## src/rtl/mem_subword_adapter_if.sv

```systemverilog
// ---------------------------------------------------------------------------
// mem_subword_adapter_if
//   Core-side request/response bus of the sub-word memory adapter.
//   The core drives requests and accepts responses (master); the adapter
//   accepts requests and returns responses (slave).
//
//   req_valid/req_ready     request handshake
//   req_store               1 = store, 0 = load
//   req_size                0 = byte, 1 = half, 2 = word, 3 = illegal
//   req_unsigned            loads zero-extend when 1, sign-extend when 0
//   req_address             byte address
//   req_data                right-justified store data
//   resp_valid/resp_ready   response handshake
//   resp_data               extended load data, 0 for stores
//   resp_exception          misaligned, illegal size or memory fault
// ---------------------------------------------------------------------------
interface mem_subword_adapter_if #(
  parameter int ADDR_WIDTH = 32
);
  logic                  req_valid;
  logic                  req_ready;
  logic                  req_store;
  logic [1:0]            req_size;
  logic                  req_unsigned;
  logic [ADDR_WIDTH-1:0] req_address;
  logic [31:0]           req_data;
  logic                  resp_valid;
  logic                  resp_ready;
  logic [31:0]           resp_data;
  logic                  resp_exception;

  modport master (
    output req_valid, req_store, req_size, req_unsigned, req_address, req_data,
    output resp_ready,
    input  req_ready, resp_valid, resp_data, resp_exception
  );

  modport slave (
    input  req_valid, req_store, req_size, req_unsigned, req_address, req_data,
    input  resp_ready,
    output req_ready, resp_valid, resp_data, resp_exception
  );
endinterface

```

## src/rtl/mem_subword_adapter.sv

```systemverilog
// ---------------------------------------------------------------------------
// mem_subword_adapter
//   Turns core byte/half/word loads and stores into aligned 32-bit word
//   accesses on a word-only memory. Loads extract and extend the addressed
//   lane; sub-word stores do a read-modify-write. Misaligned or illegal
//   requests are answered with an exception and never touch memory.
//   One request is outstanding at a time.
//
//   CLK                  rising-edge clock
//   RESET                asynchronous, active-low reset
//   core                 request/response bus (slave side)
//   mem_read_address     word-aligned read address (latched request address)
//   mem_read_data        combinational read data from memory
//   mem_read_exception   memory read fault
//   mem_write_enable     one-cycle write strobe
//   mem_write_address    word-aligned write address
//   mem_write_data       merged word to write
//   mem_write_exception  memory write fault
// ---------------------------------------------------------------------------
module mem_subword_adapter #(
  parameter int ADDR_WIDTH           = 32,
  parameter bit WORD_STORE_SKIP_READ = 1'b1
) (
  input  logic                  CLK,
  input  logic                  RESET,
  mem_subword_adapter_if.slave  core,
  output logic [ADDR_WIDTH-1:0] mem_read_address,
  input  logic [31:0]           mem_read_data,
  input  logic                  mem_read_exception,
  output logic                  mem_write_enable,
  output logic [ADDR_WIDTH-1:0] mem_write_address,
  output logic [31:0]           mem_write_data,
  input  logic                  mem_write_exception
);

  localparam logic [1:0] ST_IDLE = 2'd0;
  localparam logic [1:0] ST_RD   = 2'd1;
  localparam logic [1:0] ST_WR   = 2'd2;
  localparam logic [1:0] ST_RSP  = 2'd3;

  logic [1:0]            state_q,     state_d;
  logic                  ready_en_q,  ready_en_d;
  logic [ADDR_WIDTH-1:0] addr_q,      addr_d;
  logic [1:0]            lane_q,      lane_d;
  logic [1:0]            size_q,      size_d;
  logic                  store_q,     store_d;
  logic                  unsigned_q,  unsigned_d;
  logic [31:0]           wdata_q,     wdata_d;
  logic [31:0]           merged_q,    merged_d;
  logic [31:0]           resp_data_q, resp_data_d;
  logic                  resp_exc_q,  resp_exc_d;

  logic                  req_fire;
  logic                  req_bad;
  logic                  req_skip_read;
  logic [4:0]            shamt;
  logic [7:0]            rd_byte;
  logic [15:0]           rd_half;
  logic [31:0]           byte_mask;
  logic [31:0]           load_val;
  logic [31:0]           store_val;

  // req_ready only rises on the first edge after reset release
  assign core.req_ready      = (state_q == ST_IDLE) && ready_en_q;
  assign core.resp_valid     = (state_q == ST_RSP);
  assign core.resp_data      = resp_data_q;
  assign core.resp_exception = resp_exc_q;

  // Write strobe decodes straight from state, so an async reset kills it at once
  assign mem_read_address  = addr_q;
  assign mem_write_address = addr_q;
  assign mem_write_enable  = (state_q == ST_WR);
  assign mem_write_data    = merged_q;

  assign req_fire = core.req_valid && core.req_ready;

  assign req_bad = (core.req_size == 2'd3) ||
                   ((core.req_size == 2'd1) && core.req_address[0]) ||
                   ((core.req_size == 2'd2) && (core.req_address[1:0] != 2'b00));

  assign req_skip_read = WORD_STORE_SKIP_READ && core.req_store && (core.req_size == 2'd2);

  assign shamt = {lane_q, 3'b000};

  // Lane extraction for loads and lane merge for stores, both from the word
  // the memory presents during RD
  always_comb begin
    rd_byte   = 8'(mem_read_data >> shamt);
    rd_half   = lane_q[1] ? mem_read_data[31:16] : mem_read_data[15:0];
    byte_mask = 32'h0000_00FF << shamt;

    case (size_q)
      2'd0:    load_val = unsigned_q ? {24'd0, rd_byte} : {{24{rd_byte[7]}}, rd_byte};
      2'd1:    load_val = unsigned_q ? {16'd0, rd_half} : {{16{rd_half[15]}}, rd_half};
      default: load_val = mem_read_data;
    endcase

    case (size_q)
      2'd0:    store_val = (mem_read_data & ~byte_mask) | ({24'd0, wdata_q[7:0]} << shamt);
      2'd1:    store_val = lane_q[1] ? {wdata_q[15:0], mem_read_data[15:0]}
                                     : {mem_read_data[31:16], wdata_q[15:0]};
      default: store_val = wdata_q;
    endcase
  end

  always_comb begin
    state_d     = state_q;
    ready_en_d  = 1'b1;
    addr_d      = addr_q;
    lane_d      = lane_q;
    size_d      = size_q;
    store_d     = store_q;
    unsigned_d  = unsigned_q;
    wdata_d     = wdata_q;
    merged_d    = merged_q;
    resp_data_d = resp_data_q;
    resp_exc_d  = resp_exc_q;

    case (state_q)
      ST_IDLE: begin
        if (req_fire) begin
          addr_d      = {core.req_address[ADDR_WIDTH-1:2], 2'b00};
          lane_d      = core.req_address[1:0];
          size_d      = core.req_size;
          store_d     = core.req_store;
          unsigned_d  = core.req_unsigned;
          wdata_d     = core.req_data;
          resp_data_d = 32'd0;
          resp_exc_d  = 1'b0;
          if (req_bad) begin
            resp_exc_d = 1'b1;
            state_d    = ST_RSP;
          end else if (req_skip_read) begin
            merged_d = core.req_data;
            state_d  = ST_WR;
          end else begin
            state_d = ST_RD;
          end
        end
      end

      ST_RD: begin
        if (mem_read_exception) begin
          resp_exc_d = 1'b1;
          state_d    = ST_RSP;
        end else if (!store_q) begin
          resp_data_d = load_val;
          state_d     = ST_RSP;
        end else begin
          merged_d = store_val;
          state_d  = ST_WR;
        end
      end

      ST_WR: begin
        resp_exc_d = resp_exc_q | mem_write_exception;
        state_d    = ST_RSP;
      end

      default: begin
        if (core.resp_ready) begin
          state_d = ST_IDLE;
        end
      end
    endcase
  end

  always_ff @(posedge CLK or negedge RESET) begin
    if (!RESET) begin
      state_q     <= ST_IDLE;
      ready_en_q  <= 1'b0;
      addr_q      <= '0;
      lane_q      <= 2'd0;
      size_q      <= 2'd0;
      store_q     <= 1'b0;
      unsigned_q  <= 1'b0;
      wdata_q     <= 32'd0;
      merged_q    <= 32'd0;
      resp_data_q <= 32'd0;
      resp_exc_q  <= 1'b0;
    end else begin
      state_q     <= state_d;
      ready_en_q  <= ready_en_d;
      addr_q      <= addr_d;
      lane_q      <= lane_d;
      size_q      <= size_d;
      store_q     <= store_d;
      unsigned_q  <= unsigned_d;
      wdata_q     <= wdata_d;
      merged_q    <= merged_d;
      resp_data_q <= resp_data_d;
      resp_exc_q  <= resp_exc_d;
    end
  end

endmodule

```

## src/flat_wrapper.sv

```systemverilog
// flat-port wrapper written by rule: the top's interface ports become plain ports
module mem_subword_adapter_flat 
#(
  parameter int ADDR_WIDTH           = 32,
  parameter bit WORD_STORE_SKIP_READ = 1'b1
)
  (CLK, RESET, mem_read_address, mem_read_data, mem_read_exception, mem_write_enable, mem_write_address, mem_write_data, mem_write_exception, core_req_valid, core_req_store, core_req_size, core_req_unsigned, core_req_address, core_req_data, core_resp_ready, core_req_ready, core_resp_valid, core_resp_data, core_resp_exception);
  mem_subword_adapter_if #(.ADDR_WIDTH(ADDR_WIDTH)) core_i ();
  input  logic CLK;
  input  logic RESET;
  output logic [ADDR_WIDTH-1:0] mem_read_address;
  input  logic [31:0] mem_read_data;
  input  logic mem_read_exception;
  output logic mem_write_enable;
  output logic [ADDR_WIDTH-1:0] mem_write_address;
  output logic [31:0] mem_write_data;
  input  logic mem_write_exception;
  input wire logic [$bits(core_i.req_valid)-1:0] core_req_valid;
  input wire logic [$bits(core_i.req_store)-1:0] core_req_store;
  input wire logic [$bits(core_i.req_size)-1:0] core_req_size;
  input wire logic [$bits(core_i.req_unsigned)-1:0] core_req_unsigned;
  input wire logic [$bits(core_i.req_address)-1:0] core_req_address;
  input wire logic [$bits(core_i.req_data)-1:0] core_req_data;
  input wire logic [$bits(core_i.resp_ready)-1:0] core_resp_ready;
  output wire logic [$bits(core_i.req_ready)-1:0] core_req_ready;
  output wire logic [$bits(core_i.resp_valid)-1:0] core_resp_valid;
  output wire logic [$bits(core_i.resp_data)-1:0] core_resp_data;
  output wire logic [$bits(core_i.resp_exception)-1:0] core_resp_exception;
  assign core_i.req_valid = core_req_valid;
  assign core_i.req_store = core_req_store;
  assign core_i.req_size = core_req_size;
  assign core_i.req_unsigned = core_req_unsigned;
  assign core_i.req_address = core_req_address;
  assign core_i.req_data = core_req_data;
  assign core_i.resp_ready = core_resp_ready;
  assign core_req_ready = core_i.req_ready;
  assign core_resp_valid = core_i.resp_valid;
  assign core_resp_data = core_i.resp_data;
  assign core_resp_exception = core_i.resp_exception;
  mem_subword_adapter #(.ADDR_WIDTH(ADDR_WIDTH), .WORD_STORE_SKIP_READ(WORD_STORE_SKIP_READ)) u_core (.CLK(CLK), .RESET(RESET), .core(core_i), .mem_read_address(mem_read_address), .mem_read_data(mem_read_data), .mem_read_exception(mem_read_exception), .mem_write_enable(mem_write_enable), .mem_write_address(mem_write_address), .mem_write_data(mem_write_data), .mem_write_exception(mem_write_exception));
endmodule
```

## config.mk

```make
export PLATFORM = sky130hd
export DESIGN_NAME = mem_subword_adapter_flat
export DESIGN_NICKNAME = d
export VERILOG_FILES = /design/src/rtl/mem_subword_adapter_if.sv /design/src/rtl/mem_subword_adapter.sv /design/src/flat_wrapper.sv
export SDC_FILE = /design/constraint.sdc
export NUM_CORES = 1
export LEC_CHECK = 0
export BUFFER_PORTS_ARGS = -buffer_cell sky130_fd_sc_hd__buf_4
export CORE_UTILIZATION = 46
export DETAILED_ROUTE_END_ITERATION = 10
export GPL_TIMING_DRIVEN = 0
export PLACE_DENSITY = 0.78
export SLEW_MARGIN = 20
export SYNTH_ARGS = -nofsm -noshare
export SYNTH_HDL_FRONTEND = slang
export SYNTH_SLANG_ARGS = --single-unit
```

## constraint.sdc

```tcl
create_clock -name CLK -period 2.1 [get_ports CLK]
set_input_delay 0 -clock CLK [delete_from_list [all_inputs] [get_ports CLK]]
set_output_delay 0 -clock CLK [all_outputs]
set_load 0.1 [all_outputs]
```

# ---- After elaboration in Yosys (flattened, before gate mapping)
# Cells that the tools add are included.
dict set report op_classes {
  eq_ne 14
  n_shift 3
  muxes 27
  n_bitwise 4
  n_reduce_logical 18
}
# op count
set op_table {}
lappend op_table {{$mux W32} 11}
lappend op_table {{$pmux W32 S2} 4}
lappend op_table {{$and A32 B32 Y32} 1}
lappend op_table {{$not A32 Y32} 1}
lappend op_table {{$or A32 B32 Y32} 1}
lappend op_table {{$shl A8 B5 Y32} 1}
lappend op_table {{$shl A8 B5 Y32 const A} 1}
lappend op_table {{$shr A32 B5 Y8} 1}
lappend op_table {{$mux W16} 1}
lappend op_table {{$mux W2} 5}
lappend op_table {{$eq A2 B2 Y1 const B} 4}
lappend op_table {{$ne A2 B2 Y1 const B} 4}
lappend op_table {{$eq A2 B1 Y1 const B} 3}
lappend op_table {{$ne A2 B1 Y1 const B} 3}
lappend op_table {{$pmux W2 S3} 1}
lappend op_table {{$reduce_and A6 Y1} 1}
lappend op_table {{$logic_and A1 B1 Y1} 5}
lappend op_table {{$logic_not A2 Y1} 2}
lappend op_table {{$mux W1} 4}
lappend op_table {{$reduce_and A2 Y1} 2}
lappend op_table {{$reduce_and A4 Y1} 1}
lappend op_table {{$reduce_bool A2 Y1} 2}
lappend op_table {{$reduce_bool A4 Y1} 1}
lappend op_table {{$pmux W1 S3} 1}
lappend op_table {{other kinds (4)} 5}
dict set report totals {
  ff_bits 136
  inputBits 106
  output_inout_bits 132
  wordCells 77
}

# ---- Longest topological paths before layout
dict set report logic_depth {
  word_depth 8
  depth_mapped 8
  ltp_nobuf 6
}

# ---- Worst setup path before layout
# No wires, ideal clock.
dict set report synth_path {
  kind {reg-to-reg}
  start {register u_core.state_q[0]}
  end {register u_core.merged_q[14], in the netlist u_core.mem_write_data[14]}
  setup_time_ns 0.123
  t_arrival_ns 2.018
  required_ns 1.977
  setup_slack_ns -0.041
  stages_incl_launch_ff 9
  n_path_buf 2
  synth_period_minus_slack_ns 2.141
  cell_sequence {dfrtp_1 > inv_1 > ha_1 > nand3_2 > o32a_4 > or2_1 > buf_6 > buf_2 > a32o_1}
}
dict set report synth_via {
  elab_chain_cells 5
}
# element line_no
set synth_lines {}
lappend synth_lines {{start, declared} mem_subword_adapter.sv:41} ;# logic [1:0] state_q, state_d;
lappend synth_lines {{start signal, assigned} mem_subword_adapter.sv:182} ;# state_q <= state_d;
lappend synth_lines {{$logic_not A2 Y1} {mem_subword_adapter.sv:64, mem_subword_adapter.sv:119}}
lappend synth_lines {{$logic_and A1 B1 Y1} mem_subword_adapter.sv:64} ;# assign core.req_ready = (state_q == ST_IDLE) && ready_en_q;
lappend synth_lines {{$logic_and A1 B1 Y1} mem_subword_adapter.sv:75} ;# assign req_fire = core.req_valid && core.req_ready;
lappend synth_lines {{$ne A2 B1 Y1 (no line)} n/a}
lappend synth_lines {{$reduce_and A6 Y1 (no line)} n/a}
lappend synth_lines {{end signal, assigned} mem_subword_adapter.sv:190} ;# merged_q <= merged_d;
lappend synth_lines {{end, declared} mem_subword_adapter.sv:49} ;# logic [31:0] merged_q, merged_d;
# Several ways; a longest one is shown, not always the timed one.
# A chain may end at the register's enable or synchronous reset.

# ---- Worst setup path in the final report
dict set report layout_path {
  start {register u_core.size_q[1]}
  end {register u_core.merged_q[28], in the netlist u_core.mem_write_data[28]}
}
dict set report layout_via {
  elab_chain_cells 5
}
# element line_no
set layout_lines {}
lappend layout_lines {{start, declared} mem_subword_adapter.sv:45} ;# logic [1:0] size_q, size_d;
lappend layout_lines {{start signal, assigned} mem_subword_adapter.sv:186} ;# size_q <= size_d;
lappend layout_lines {{$eq A2 B1 Y1 or $logic_not A2 Y1 (tied branches)} mem_subword_adapter.sv:98} ;# case (size_q)
lappend layout_lines {{$pmux W32 S2 *} mem_subword_adapter.sv:98}
lappend layout_lines {{$mux W32 *} mem_subword_adapter.sv:146} ;# end else if (!store_q) begin
lappend layout_lines {{$mux W32 *} mem_subword_adapter.sv:143} ;# if (mem_read_exception) begin
lappend layout_lines {{$pmux W32 S2 *} mem_subword_adapter.sv:119} ;# case (state_q)
# Every way passes the cells marked *; elsewhere a longest branch is shown, timed or not. The select of a mux whose other input is x is not followed.

==> impl_metrics.prom <==
# TYPE chip_impl_metric gauge
chip_impl_metric{name="min_delay_path_depth",unit=""} 4
chip_impl_metric{name="final_report_setup_violation_count",unit=""} 0
chip_impl_metric{name="port-buffer-count",unit=""} 233
chip_impl_metric{name="worst_ep_arrival_time",unit="ps"} 2330
chip_impl_info{name="violations",value="DRC"} 1
chip_impl_metric{name="place_congestion",unit=""} 0.934
chip_impl_metric{name="worst_skew_pair.late_latency",unit="ps"} 430
chip_impl_metric{name="worst_pin_slew",unit="ps"} 698
chip_impl_info{name="status",value="complete, but fails checks"} 1
chip_impl_metric{name="floorplan.die.height",unit="µm"} 126
chip_impl_info{name="timing.rr.start",value="u_core.size_q[1]$_DFFE_PN0P_"} 1
chip_impl_metric{name="first_global_vias",unit=""} 6902
chip_impl_metric{name="netlist_instances",unit=""} 638
chip_impl_metric{name="top_fanout_value_on_the_critical_path",unit=""} 10
chip_impl_info{name="type_of_the_tightest_min_delay_check",value="in -> reg"} 1
chip_impl_metric{name="worst-r2r-cell-count",unit=""} 5
chip_impl_metric{name="ys_seq_area_share",unit="%"} 48.4
chip_impl_metric{name="cts_made_buffers",unit=""} 17
chip_impl_info{name="tritoncts",value="built"} 1
chip_impl_metric{name="maxCapViolations",unit=""} 0
chip_impl_metric{name="final.setup_skew",unit="ps"} 8.19
chip_impl_info{name="worstReg2RegEnd",value="u_core.mem_write_data[28]$_DFFE_PN0P_"} 1
chip_impl_metric{name="number_of_violations_reported_at_the_end_of_detailed_routing_iteration_0",unit=""} 626
chip_impl_metric{name="grt_usage",unit="%"} 31.4
chip_impl_info{name="worstHoldStart",value="mem_read_data[2]"} 1
chip_impl_metric{name="clock_sinks",unit=""} 136
chip_impl_metric{name="post-route-min-period",unit="ps"} 2060
chip_impl_info{name="root_buffer",value="sky130_fd_sc_hd__clkbuf_16"} 1
chip_impl_metric{name="postSynthRegisterBits",unit=""} 136
chip_impl_metric{name="design.final.nets",unit=""} 1100
chip_impl_metric{name="postLayoutCoreUtil",unit="%"} 74.1
chip_impl_metric{name="globalRoute.totalOverflow",unit=""} 0
chip_impl_metric{name="floorplan.rows",unit=""} 44
chip_impl_metric{name="detailroute.via_count",unit=""} 6896
chip_impl_metric{name="fin_tns_setup",unit="ps"} 0
chip_impl_metric{name="dieArea",unit="mm²"} 0.0158
chip_impl_metric{name="post_synth_cell_types",unit=""} 51
chip_impl_metric{name="grt_first_pass_wirelength",unit="mm"} 37.7
chip_impl_info{name="hold_end",value="u_core.mem_write_data[2]$_DFFE_PN0P_"} 1
chip_impl_metric{name="rrSetupSlack",unit="ps"} 40
chip_impl_metric{name="detail_route.wirelength",unit="mm"} 24.7
chip_impl_metric{name="synthesis.yosys.warnings",unit=""} 0
chip_impl_metric{name="required",unit="ps"} 2370
chip_impl_metric{name="grt_max_degree",unit=""} 70
chip_impl_metric{name="wl_per_cell",unit="µm"} 20.8
chip_impl_metric{name="layout_worst_path_cycle_share",unit="%"} 97.9
chip_impl_metric{name="postRouteAntennaNets",unit=""} 0
chip_impl_metric{name="fill_cells",unit=""} 976
chip_impl_metric{name="netlist_area_before_placement",unit="mm²"} 0.00703
chip_impl_metric{name="clock_path_buffers",unit=""} 2
chip_impl_metric{name="total_drc_errors_in_the_routed_layout",unit=""} 12
chip_impl_metric{name="timing.final.max_slew_violations",unit=""} 0
chip_impl_metric{name="area_growth_syn_to_layout",unit="%"} 55.1
chip_impl_metric{name="fraction_of_layout_instances_using_a_drive_strength_above_1",unit="%"} 44.2
chip_impl_metric{name="die_w",unit="µm"} 126
chip_impl_metric{name="antenna_found_initial",unit=""} 0
chip_impl_metric{name="top_level_ports",unit=""} 238
chip_impl_metric{name="htreeDepth",unit=""} 4
chip_impl_metric{name="placeableCoreArea",unit="mm²"} 0.0147
chip_impl_metric{name="starting_utilization_of_the_core_area",unit="%"} 47.8
chip_impl_info{name="kind_of_start_point_of_the_critical_path",value="flip-flop"} 1
chip_impl_metric{name="hpwl_after_detailed_placement",unit="mm"} 16.9
chip_impl_info{name="post-synth-top-area-cell",value="sky130_fd_sc_hd__dfrtp_1"} 1
chip_impl_metric{name="path_clk_slew",unit="ps"} 60
chip_impl_metric{name="synth_top_area_share",unit="%"} 48.4
chip_impl_info{name="timing.critical_path.to_type",value="flip-flop"} 1
chip_impl_metric{name="fmax",unit="MHz"} 486
chip_impl_metric{name="post_drt_via_cell_ratio",unit=""} 5.81
chip_impl_metric{name="antenna-diode-count",unit=""} 0
chip_impl_metric{name="timing.final.hold_violations",unit=""} 0
chip_impl_metric{name="max-slew-margin-rel",unit="%"} 52.8
chip_impl_info{name="synth.top_cells.by_area",value="sky130_fd_sc_hd__dfrtp_1, sky130_fd_sc_hd__mux2_2, sky130_fd_sc_hd__buf_4, sky130_fd_sc_hd__nand2_1, sky130_fd_sc_hd__o21ai_0"} 1
chip_impl_metric{name="post_synth.cell_area_avg",unit="µm²"} 11.0
chip_impl_metric{name="drt-pass1-iter-count",unit=""} 9
chip_impl_info{name="criticalPathCategory",value="reg -> reg"} 1
chip_impl_metric{name="dp.cells",unit=""} 1059
chip_impl_metric{name="final-instance-count-excl-fill",unit=""} 1187
-- sequential cells by signal (all words and copies together) (netlist names), 2 cells and up --
name / count
u_core.wdata_q: 32
u_core.lane_q: 2
u_core.mem_read_address: 30
u_core.size_q: 2
u_core.state_q: 2
u_core.mem_write_data: 32
u_core.core.resp_data: 32
-- synthesized netlist by cell type (all sizes together) --
cell type	number
or3	2
o41ai	1
dfrtp	136
inv	13
a221oi	10
clkinv	1
a21o	1
mux2i	15
conb	2
and2	3
nand2b	14
o21a	1
nor2b	8
a22o	7
mux2	78
nor4	1
a211oi	9
nand2	64
nor2	2
buf	48
o2111ai	8
o21ai	37
a221o	16
nor3	1
a32o	16
and3	17
a31oi	2
o32ai	8
o2bb2ai	8
o22ai	8
nand4	1
a21bo	1
nor3b	3
and3b	1
o32a	1
clkbuf	38
ha	4
a2111oi	8
or2	4
o211a	8
a21oi	13
nand3	8
o31ai	11
-- layout by cell type (no fill, tap or decap), types with 5 or more instances in the layout --
master                          Yosys  layout
sky130_fd_sc_hd__a211oi_1           9       9
sky130_fd_sc_hd__a21oi_1           13      12
sky130_fd_sc_hd__a221o_1           16      16
sky130_fd_sc_hd__a221oi_1          10       9
sky130_fd_sc_hd__a22o_1             7       7
sky130_fd_sc_hd__a32o_1            16      16
sky130_fd_sc_hd__and3_1            17      16
sky130_fd_sc_hd__buf_1              9       5
sky130_fd_sc_hd__buf_2              3       7
sky130_fd_sc_hd__buf_4             34     274
sky130_fd_sc_hd__bufinv_16          0       5
sky130_fd_sc_hd__clkbuf_1          38      10
sky130_fd_sc_hd__clkbuf_16          0      17
sky130_fd_sc_hd__clkbuf_2           0      19
sky130_fd_sc_hd__conb_1             2       5
sky130_fd_sc_hd__dfrtp_1          136     135
sky130_fd_sc_hd__dlygate4sd3_1      0      96
sky130_fd_sc_hd__inv_1             13      11
sky130_fd_sc_hd__mux2_2            78      78
sky130_fd_sc_hd__mux2i_1           15      15
sky130_fd_sc_hd__nand2_1           64      63
sky130_fd_sc_hd__nand2b_1          14      14
sky130_fd_sc_hd__nand3_1            7       7
sky130_fd_sc_hd__nor2b_1            8       8
sky130_fd_sc_hd__o2111ai_1          8       8
sky130_fd_sc_hd__o211a_1            8       8
sky130_fd_sc_hd__o21ai_0           36      36
sky130_fd_sc_hd__o22ai_1            8       8
sky130_fd_sc_hd__o2bb2ai_1          8       8
sky130_fd_sc_hd__o31ai_1           11       8
sky130_fd_sc_hd__o32ai_1            8       8
-- how the worst max path moves through the flow --
stage / slack (ps) / endpoint / cells after the start / start
6_report: 40 / u_core.mem_write_data[28]$_DFFE_PN0P_ / 5 / u_core.size_q[1]$_DFFE_PN0P_
3_5_place_dp: -540 / u_core.mem_write_data[29]$_DFFE_PN0P_ / 8 / u_core.state_q[1]$_DFFE_PN0P_
3_3_place_gp: -530 / u_core.mem_write_data[29]$_DFFE_PN0P_ / 8 / u_core.state_q[1]$_DFFE_PN0P_
4_1_cts: 3 / u_core.core.resp_data[16]$_DFFE_PN0P_ / 7 / u_core.state_q[1]$_DFFE_PN0P_
5_1_grt: -20 / u_core.mem_write_data[29]$_DFFE_PN0P_ / 5 / u_core.size_q[1]$_DFFE_PN0P_
2_1_floorplan: 10 / u_core.mem_write_data[14]$_DFFE_PN0P_ / 8 / u_core.state_q[0]$_DFFE_PN0P_
-- layout make-up --
| cell class | instances | area [µm²] | area share [%] |
|---|---|---|---|
| tap | 184 | 230 | 2.11 |
| inverter | 14 | 57.6 | 0.528 |
| clock buffer | 22 | 484 | 4.44 |
| sequential | 136 | 3400 | 31.3 |
| clock inverter | 10 | 188 | 1.72 |
| buffer | 79 | 483 | 4.43 |
| timing repair buffer | 337 | 2800 | 25.7 |
| multi-input combinational | 405 | 3250 | 29.8 |
-- repair_timing --
action,CTS,global route
endpoints found under the hold margin,225,0
resized for setup,51,21
setup buffers,2,5
hold buffers,96,0
endpoints found under the setup margin,126,64
pin swaps,3,2
-- metal layers --
metal,global-route usage (%),part of all wire [%],vias up
li1,-,-,3050
met1,39.5,39,3413
met2,52.6,50,352
met3,6.55,8.3,81
met4,13.1,3.3,0
met5,0,0,-
-- logic make-up after synthesis --
logic type               share of synthesized area (%)
AO/OA/AOI/OAI                                     19.5
flip-flops                                        48.4
AND/OR/NAND/NOR                                   9.21
buffers and inverters                             7.43
multiplexers                                      14.6
adder cells (fa/ha/maj)                          0.712
other                                            0.107
-- worst max-delay path, cell delays in order (launching register included) --
cell and delay [ps]:
sky130_fd_sc_hd__dfrtp_1 420, sky130_fd_sc_hd__buf_2 270, sky130_fd_sc_hd__clkbuf_2 310, sky130_fd_sc_hd__nor2_2 150
sky130_fd_sc_hd__a2111oi_1 580, sky130_fd_sc_hd__o32ai_1 170
-- stage by stage --
step                hold slack [ps]  instance area (µm²)  setup slack [ps]
CTS                            1.45                10800              3.39
finish                         30.8                10900              43.4
global placement                232                 9020              -528
global route                   45.6                10900             -18.3
floorplan                      -296                 7040              9.87
detailed placement            -11.4                 9050              -545
Power is left out: the tool's default activity adds up to more than one toggle a clock period on the data nets, which glitch-free logic cannot reach.
